`config.mk`:
```
export PLATFORM = sky130hd
export DESIGN_NAME = mandelbrot_display
export DESIGN_NICKNAME = d
export VERILOG_FILES = /design/src/rtl/mandelbrot_pkg.sv /design/src/rtl/mandelbrot_display_vga_timing.sv /design/src/rtl/mandelbrot_display.sv
export SDC_FILE = /design/constraint.sdc
export NUM_CORES = 1
export LEC_CHECK = 0
export CELL_PAD_IN_SITES_DETAIL_PLACEMENT = 2
export CELL_PAD_IN_SITES_GLOBAL_PLACEMENT = 2
export CORE_ASPECT_RATIO = 2
export CORE_MARGIN = 4
export CORE_UTILIZATION = 21
export DETAILED_ROUTE_END_ITERATION = 6
export PLACE_DENSITY = 0.91
export SLEW_MARGIN = 20
export SYNTH_ARGS = -nofsm -noshare
export SYNTH_HDL_FRONTEND = slang
export SYNTH_SLANG_ARGS = --single-unit
```
`constraint.sdc`:
```
create_clock -name clk -period 6.15 [get_ports clk]
set_input_delay 1.5375 -clock clk [delete_from_list [all_inputs] [get_ports clk]]
set_output_delay 1.5375 -clock clk [all_outputs]
set_load 0.03 [all_outputs]
```
`src/rtl/mandelbrot_pkg.sv`:
```
// Shared constants and types for the Mandelbrot display stage: default 640x480@60
// raster timing, the colour pixel struct and the 16-entry palette.
package mandelbrot_pkg;

  localparam int VGA_H_ACTIVE = 640;
  localparam int VGA_H_FP     = 16;
  localparam int VGA_H_SYNC   = 96;
  localparam int VGA_H_BP     = 48;
  localparam int VGA_V_ACTIVE = 480;
  localparam int VGA_V_FP     = 10;
  localparam int VGA_V_SYNC   = 2;
  localparam int VGA_V_BP     = 33;

  localparam int PAL_COLOR_W = 4;

  typedef struct packed {
    logic [PAL_COLOR_W-1:0] r;
    logic [PAL_COLOR_W-1:0] g;
    logic [PAL_COLOR_W-1:0] b;
  } pixel_t;

  typedef pixel_t palette_t [16];

  // Every entry is non-black so that escaped points never vanish into the set colour.
  localparam palette_t PALETTE = '{
    12'h008, 12'h00C, 12'h04F, 12'h08F,
    12'h0CF, 12'h0FC, 12'h0F8, 12'h4F4,
    12'h8F0, 12'hCF0, 12'hFC0, 12'hF80,
    12'hF40, 12'hF08, 12'hC0F, 12'h888
  };

endpackage

```
`src/rtl/mandelbrot_display_vga_timing.sv`:
```
// Raster counters for the Mandelbrot display: h/v counters, active flag,
// undelayed sync pulses, cx/cy read address and frame_start.
module vga_timing #(
  parameter int   H_ACTIVE = 640,
  parameter int   H_FP     = 16,
  parameter int   H_SYNC   = 96,
  parameter int   H_BP     = 48,
  parameter int   V_ACTIVE = 480,
  parameter int   V_FP     = 10,
  parameter int   V_SYNC   = 2,
  parameter int   V_BP     = 33,
  parameter logic SYNC_POL = 1'b0
) (
  input  logic                        clk,
  input  logic                        rst,
  output logic [$clog2(H_ACTIVE)-1:0] cx,
  output logic [$clog2(V_ACTIVE)-1:0] cy,
  output logic                        active,
  output logic                        hsync,
  output logic                        vsync,
  output logic                        frame_start
);

  localparam int H_TOTAL = H_ACTIVE + H_FP + H_SYNC + H_BP;
  localparam int V_TOTAL = V_ACTIVE + V_FP + V_SYNC + V_BP;
  localparam int HW      = $clog2(H_TOTAL);
  localparam int VW      = $clog2(V_TOTAL);

  logic [HW-1:0] h_cnt_reg;
  logic [VW-1:0] v_cnt_reg;

  always_ff @(posedge clk) begin
    if (rst) begin
      h_cnt_reg <= '0;
      v_cnt_reg <= '0;
    end else if (h_cnt_reg == HW'(H_TOTAL - 1)) begin
      h_cnt_reg <= '0;
      v_cnt_reg <= (v_cnt_reg == VW'(V_TOTAL - 1)) ? '0 : v_cnt_reg + VW'(1);
    end else begin
      h_cnt_reg <= h_cnt_reg + HW'(1);
    end
  end

  assign active = (h_cnt_reg < HW'(H_ACTIVE)) && (v_cnt_reg < VW'(V_ACTIVE));

  // Outside the visible area the engines see address (0,0).
  assign cx = active ? h_cnt_reg[$clog2(H_ACTIVE)-1:0] : '0;
  assign cy = active ? v_cnt_reg[$clog2(V_ACTIVE)-1:0] : '0;

  assign hsync = ((h_cnt_reg >= HW'(H_ACTIVE + H_FP)) &&
                  (h_cnt_reg <  HW'(H_ACTIVE + H_FP + H_SYNC))) ? SYNC_POL : ~SYNC_POL;
  assign vsync = ((v_cnt_reg >= VW'(V_ACTIVE + V_FP)) &&
                  (v_cnt_reg <  VW'(V_ACTIVE + V_FP + V_SYNC))) ? SYNC_POL : ~SYNC_POL;

  assign frame_start = (h_cnt_reg == '0) && (v_cnt_reg == '0);

endmodule

```
`src/rtl/mandelbrot_display.sv`:
```
// Mandelbrot display top: raster address out, engine select, frame-aligned show
// gating and count-to-colour map. Define MANDELBROT_PALETTE_EN for a 16-colour palette.
module mandelbrot_display
  import mandelbrot_pkg::*;
#(
  parameter int   H_ACTIVE  = VGA_H_ACTIVE,
  parameter int   H_FP      = VGA_H_FP,
  parameter int   H_SYNC    = VGA_H_SYNC,
  parameter int   H_BP      = VGA_H_BP,
  parameter int   V_ACTIVE  = VGA_V_ACTIVE,
  parameter int   V_FP      = VGA_V_FP,
  parameter int   V_SYNC    = VGA_V_SYNC,
  parameter int   V_BP      = VGA_V_BP,
  parameter logic SYNC_POL  = 1'b0,
  parameter int   N_COMP    = 4,
  parameter int   DIN_WIDTH = 32,
  parameter int   COLOR_W   = 4
) (
  input  logic                          clk,
  input  logic                          rst,
  input  logic [31:0]                   iters,
  input  logic [N_COMP*DIN_WIDTH-1:0]   line_dout,
  input  logic [N_COMP-1:0]             line_rdy,
  output logic [$clog2(H_ACTIVE)-1:0]   cx,
  output logic [$clog2(V_ACTIVE)-1:0]   cy,
  output logic                          hsync,
  output logic                          vsync,
  output logic                          de,
  output logic [COLOR_W-1:0]            r,
  output logic [COLOR_W-1:0]            g,
  output logic [COLOR_W-1:0]            b,
  output logic                          frame_start
);

  localparam int SEL_W = $clog2(N_COMP);

  logic active, hsync_raw, vsync_raw;

  vga_timing #(
    .H_ACTIVE(H_ACTIVE), .H_FP(H_FP), .H_SYNC(H_SYNC), .H_BP(H_BP),
    .V_ACTIVE(V_ACTIVE), .V_FP(V_FP), .V_SYNC(V_SYNC), .V_BP(V_BP),
    .SYNC_POL(SYNC_POL)
  ) u_timing (
    .clk        (clk),
    .rst        (rst),
    .cx         (cx),
    .cy         (cy),
    .active     (active),
    .hsync      (hsync_raw),
    .vsync      (vsync_raw),
    .frame_start(frame_start)
  );

  logic [DIN_WIDTH-1:0] eng_data [N_COMP];

  genvar gi;
  generate
    for (gi = 0; gi < N_COMP; gi++) begin : g_unpack
      assign eng_data[gi] = line_dout[gi*DIN_WIDTH +: DIN_WIDTH];
    end
  endgenerate

  logic [SEL_W-1:0]   sel_reg;
  logic [1:0]         de_sr_reg, hs_sr_reg, vs_sr_reg;
  logic               show_reg;
  logic [COLOR_W-1:0] r_reg, g_reg, b_reg;
  logic [COLOR_W-1:0] r_next, g_next, b_next;
  logic [DIN_WIDTH-1:0] count;

  // Screen rows are interleaved across engines, so the low row bits pick the owner.
  assign count = eng_data[sel_reg];

  always_comb begin
    r_next = '0;
    g_next = '0;
    b_next = '0;
    if (de_sr_reg[0] && (count < iters)) begin
`ifdef MANDELBROT_PALETTE_EN
      r_next = COLOR_W'(PALETTE[count[3:0]].r);
      g_next = COLOR_W'(PALETTE[count[3:0]].g);
      b_next = COLOR_W'(PALETTE[count[3:0]].b);
`else
      r_next = count[COLOR_W-1:0];
      g_next = count[COLOR_W-1:0];
      b_next = count[COLOR_W-1:0];
`endif
    end
  end

  always_ff @(posedge clk) begin
    if (rst) begin
      sel_reg   <= '0;
      de_sr_reg <= '0;
      hs_sr_reg <= {2{~SYNC_POL}};
      vs_sr_reg <= {2{~SYNC_POL}};
      r_reg     <= '0;
      g_reg     <= '0;
      b_reg     <= '0;
    end else begin
      sel_reg   <= cy[SEL_W-1:0];
      de_sr_reg <= {de_sr_reg[0], active};
      hs_sr_reg <= {hs_sr_reg[0], hsync_raw};
      vs_sr_reg <= {vs_sr_reg[0], vsync_raw};
      r_reg     <= r_next;
      g_reg     <= g_next;
      b_reg     <= b_next;
    end
  end

  // Loss of readiness blanks at once; recovery only takes effect on a frame boundary.
  always_ff @(posedge clk) begin
    if (rst)
      show_reg <= 1'b0;
    else if (!(&line_rdy))
      show_reg <= 1'b0;
    else if (frame_start)
      show_reg <= 1'b1;
  end

  assign de    = de_sr_reg[1];
  assign hsync = hs_sr_reg[1];
  assign vsync = vs_sr_reg[1];
  assign r     = show_reg ? r_reg : '0;
  assign g     = show_reg ? g_reg : '0;
  assign b     = show_reg ? b_reg : '0;

endmodule

```
; ---- Yosys cells after proc, flatten, opt, wreduce, memory -nomap -nowiden
; Cells that the tools add are included.
[word_totals]
regBits = 33
inputBits = 166
output_inout_bits = 35
word_cells = 43
[op_classes]
addsub = 2
n_lt_le_gt_ge = 8
eq_ne = 2
mux = 9
bitwise = 3
reduce_logical = 11
[op_table]
columns = operator, n
row1 = binary-select mux 32 bit (select 2 bit), 1
row2 = 2-to-1 mux 32 bit, 2
row3 = < comparator 32 bit, 1
row4 = "adder 10 x 1 -> 10 bit, second input constant", 2
row5 = "== test 10 bit, second input constant", 2
row6 = zero test 10 bit, 2
row7 = "< comparator 10 bit, second input constant", 2
row8 = "< comparator 10 x 9 -> 1 bit, second input constant", 2
row9 = 2-to-1 mux 10 bit, 2
row10 = ">= comparator 10 bit, second input constant", 1
row11 = ">= comparator 10 x 9 -> 1 bit, second input constant", 1
row12 = 2-to-1 mux 9 bit, 1
row13 = OR reduction 2 bit, 3
row14 = logical AND 1 bit, 5
row15 = 2-to-1 mux 4 bit, 1
row16 = AND reduction 4 bit, 1
row17 = ">= comparator 3 bit, second input constant", 1
row18 = inverter 2 -> 3 bit, 1
row19 = 2-to-1 mux 1 bit, 2
row20 = inverter 1 bit, 2

; ---- Longest topological paths before layout
[depth]
depth_word = 8
depth_mapped = 10
ltp_nobuf = 7

; ---- By module
; A second synthesis with hierarchy kept.
[unflattened]
hier_cells = 335
hier_area_um2 = 3169.3
[by_module_without_submodules]
columns = module, instances, cells_each, area_each_um2, seq_area_each_um2
row1 = mandelbrot_display, 1, 191, 1994.4, 260.2
row2 = vga_timing, 1, 144, 1174.9, 400.4

; ---- Worst setup path before layout
; Ideal clock, no wire load.
[synth_path]
path_type = input to register
start = input line_dout[99]
end = register b_reg[1]
setup_time_ns = 0.080
t_arrival_ns = 3.200
t_required_ns = 6.070
setup_slack_ns = 2.870
stages = 7
path_buffers = 0
path_cell_list = mux4_2 > ha_1 > and3_1 > o21ai_0 > a311oi_1 > o311a_1 > nor3b_1
[synth_between]
elab_chain_cells = 7
[synth_lines]
columns = element, line
row1 = start: declaration, mandelbrot_display.sv:22  ; input logic [N_COMP*DIN_WIDTH-1:0] line_dout,
row2 = binary-select mux 32 bit (select 2 bit), mandelbrot_display.sv:71  ; assign count = eng_data[sel_reg];
row3 = 2-to-1 mux 32 bit (not written as such) (2 in a row), mandelbrot_display.sv:71
row4 = < comparator 32 bit, mandelbrot_display.sv:77  ; if (de_sr_reg[0] && (count < iters)) begin
row5 = logical AND 1 bit, mandelbrot_display.sv:77
row6 = inverter 1 bit (no line), n/a
row7 = OR reduction 2 bit (no line), n/a
row8 = end signal: assignment, mandelbrot_display.sv:106  ; b_reg <= b_next;
row9 = end: declaration, mandelbrot_display.sv:66  ; logic [COLOR_W-1:0] r_reg, g_reg, b_reg;
; Every way passes these cells. The select of a mux whose other input is x is not followed.
; A chain may end at the register's enable or synchronous reset.

; ---- Worst setup path after layout
[layout_path]
start = register u_timing.v_cnt_reg[6]
end = output cy[2]
[layout_between]
elab_chain_cells = 3
[layout_lines]
columns = element, line
row1 = start: declaration, mandelbrot_display_vga_timing.sv:30  ; logic [VW-1:0] v_cnt_reg;
row2 = start signal: assignment, mandelbrot_display_vga_timing.sv:38  ; v_cnt_reg <= (v_cnt_reg == VW'(V_TOTAL - 1)) ? '0 : v_cnt_reg + VW'(1);
row3 = < comparator 10 x 9 -> 1 bit, mandelbrot_display_vga_timing.sv:44  ; assign active = (h_cnt_reg < HW'(H_ACTIVE)) && (v_cnt_reg < VW'(V_ACTIVE));
row4 = logical AND 1 bit, mandelbrot_display_vga_timing.sv:44
row5 = 2-to-1 mux 9 bit, mandelbrot_display_vga_timing.sv:48  ; assign cy = active ? v_cnt_reg[$clog2(V_ACTIVE)-1:0] : '0;
row6 = end: declaration, mandelbrot_display.sv:25  ; output logic [$clog2(V_ACTIVE)-1:0] cy,
; Every way passes these cells.

==> run_results.csv <==
group,metric,value,unit
worst_hold_path,holdCritPathClass,"reg -> reg",
sta,setup_viol,0,
logic_synthesis,syn_nets,532,
sta,fmax,0.228,GHz
drt,detail-route-antenna-nets,0,
clock_network,cts_tree,"yes",
floorplanning,die_h,179,um
global_routing,grt_pass1_wl,23.4,mm
logic_synthesis,synthArstFlopShare,0,%
placement,dp_hpwl,13.7,mm
cells_and_area,nets,722,
power_and_ir_drop,ir_worst_vdd,144,uV
clock_network,cts.sinks,33,
sta,fin_ws,1.76,ns
logic_synthesis,synth_seq_area_share,21.4,%
logic_synthesis,avgSynthCellArea,9.32,sq um
sta,rsz0062_at_grt,"false",
power_and_ir_drop,powerDensity,126,nW/um^2
placement,pre_cts_slack,1.90,ns
worst_setup_path,worstPathArrival,2.85,ns
worst_setup_path,crit_path_cell_trace,"and2_1, nand3_1, nand3_1, nor2_1, and2_1, clkdlybuf4s50_1",
logic_synthesis,ys.flop_type,"dfxtp_1",
sta,post-route-period-util,71.4,%
logic_synthesis,yosys-top-cells-count,"37 x inv_1, 35 x ha_1, 33 x dfxtp_1",
logic_synthesis,ys_warn_count,0,
worst_setup_path,path_max_fanout,15,
cells_and_area,syn_to_final_growth,74.5,%
worst_setup_path,crit_required,4.61,ns
flow_run,cap_violations,0,
logic_synthesis,synth.distinct_cells,41,
sta,fin_crit,4.39,ns
drt,vias_per_cell,4.78,
drt,routed-via-count,3412,
floorplanning,initial_core_util,21.5,%
global_routing,track_usage,18.6,%
logic_synthesis,synth.area.top_cells,"mux4_2 23%, dfxtp_1 21%, ha_1 14%",
logic_synthesis,yosys.cell_count.top_type,"inv_1",
global_routing,grt_use_met2,37.7,%
power_and_ir_drop,p_leak,2.06,nW
clock_network,cts_inserted_buffers,5,
logic_synthesis,netlist.area_leader.share,23.4,%
clock_network,cts_resized,0,
drt,wl_per_cell,21.9,um
drt,drc,0,
worst_setup_path,cpPeakStageDelay,0.75,ns
floorplanning,pin_count,201,
floorplanning,die_w,93.7,um
logic_synthesis,yosysTopAreaCell,"mux4_2",
cells_and_area,n_antenna_cell,0,
drt,wl,15.6,mm
run_status,status,"complete, no violations",
sta,holdWs,0.412,ns
sta,relSlewSlack,41.0,%
cells_and_area,fillers,1558,
worst_setup_path,cp_num_buf_inv,1,
floorplanning,dieArea,16800,sq um
placement,io_buffers,200,
clock_network,root_buffer,"clkbuf_16",
sta,timing.final.hold_violations,0,
worst_setup_path,cp_top_family,"simple AND/OR/NAND/NOR gates",
sta,final_max_slew_viol_count,0,
sta,finClkSkew,0.00615,ns
drt,drt_iter0_drc,74,
sta,tns,0,ns
worst_setup_path,worst_setup_path_start_kind,"register",
global_routing,met3_usage,5.18,%
worst_setup_path,path_class,"reg -> out",
clock_network,hold_buffers,0,
logic_synthesis,synth_area,3080,sq um
clock_network,htree_levels,2,
placement,place_inst,706,
logic_synthesis,synth-edff-count,0,
global_routing,grt_busiest_layer,"met2",
worst_setup_path,slowest_stage,"nor2_1",
floorplanning,rows,62,
clock_network,clock_latency,0.28,ns
global_routing,grt_max_degree,33,
sta,worst_pin_slew,0.882,ns
global_routing,grt_antenna_before_repair,0,
logic_synthesis,syn_inst,331,
placement,gp_congestion,0.817,
global_routing,grt_pass1_vias,4121,
clock_network,clk_pin_slew,0.06,ns
clock_network,cts_buffer_depth,2,
cells_and_area,drive_gt1_share,9.96,%
logic_synthesis,synth-seq-cells,33,
floorplanning,coreArea,14400,sq um
worst_setup_path,cp-end-kind,"output pin",
global_routing,overflow,0,
drt,first_pass_iters,4,
clock_network,cts_setup_buffers,0,
global_routing,grtUsageMet1,16.0,%
cells_and_area,fin_cells,714,
-- report_power, final --
group | internal (W) | switching, W
Sequential | 0.000217 | 0.00000252
Clock | 0.000150 | 0.0000996
Combinational | 0.000136 | 0.0000726
-- cells in the final DEF, fill, tap and decap left out, drive strengths merged, types with 2 or more instances in the layout --
cell type and n:
nand4 7, dfxtp 33, clkbuf 5, and3 6, o211ai 2, nor3 11, nand2b 3, clkinvlp 3
ha 35, a21o 2, or2 2, nor4 8, nand2 20, o21ai 6, clkdlybuf4s50 200, mux4 32
nand3 12, nor3b 4, nor2 26, a21oi 12, xnor2 7, xor2 9, inv 37, buf 2
or3 3, and2 23, and4 2
-- logic make-up after synthesis --
logic type,Yosys count,synth area share [%]
buffers and inverters,56,8.03
adders and majority gates,35,14.2
xor gates and xnor gates,16,4.54
AOI/OAI and AO/OA,28,5.48
DFF,33,21.4
and+or+nand+nor,131,23.0
muxes,32,23.4
-- per-layer routing --
| layer | share of wire (%) | vias up |
|---|---|---|
| met1 | 30 | 1631 |
| met3 | 7.9 | 39 |
| met5 | 0 | - |
| li1 | - | 1566 |
| met2 | 58 | 176 |
| met4 | 4.6 | 0 |
-- worst paths after layout --
path,endpoint,cells after the start,slack (ns),startpoint
setup / recovery,cy[2],6,1.76,u_timing.v_cnt_reg[6]
hold / removal,hs_sr_reg[1],1,0.41,hs_sr_reg[0]
setup reg to reg,b_reg[0],8,3.00,sel_reg[0]
hold reg to reg,hs_sr_reg[1],1,0.41,hs_sr_reg[0]
-- worst reg2reg max path, delay by kind of cell (launching register included) --
kind | cells | cell delay, ns
simple gates | 4 | 1.00
mux | 1 | 0.61
buf+inv | 1 | 0.52
fa+ha+maj | 1 | 0.34
flops | 1 | 0.31
compound gates | 1 | 0.25
-- area by class of cell --
type                    instances  area [sq um]  share of cell area [%]
inverters                      37           139                    2.58
clock buffers                   5           125                    2.33
well taps                     192           240                    4.46
flip-flops and latches         33           662                    12.3
clock inverters                 3          22.5                   0.419
repair buffers                202          2020                    37.5
multi-input cells             242          2180                    40.4
-- stage by stage --
stage	instance area, sq um	utilization (%)	total power, W
2_1_floorplan	3080	-	0.000292
3_3_place_gp	5230	36.5	0.000420
3_5_place_dp	5230	36.5	0.000435
4_1_cts	5380	37.5	0.000690
5_1_grt	5380	37.5	0.000717
6_report	5380	37.5	0.000678
(Power assumes the default switching activity.)
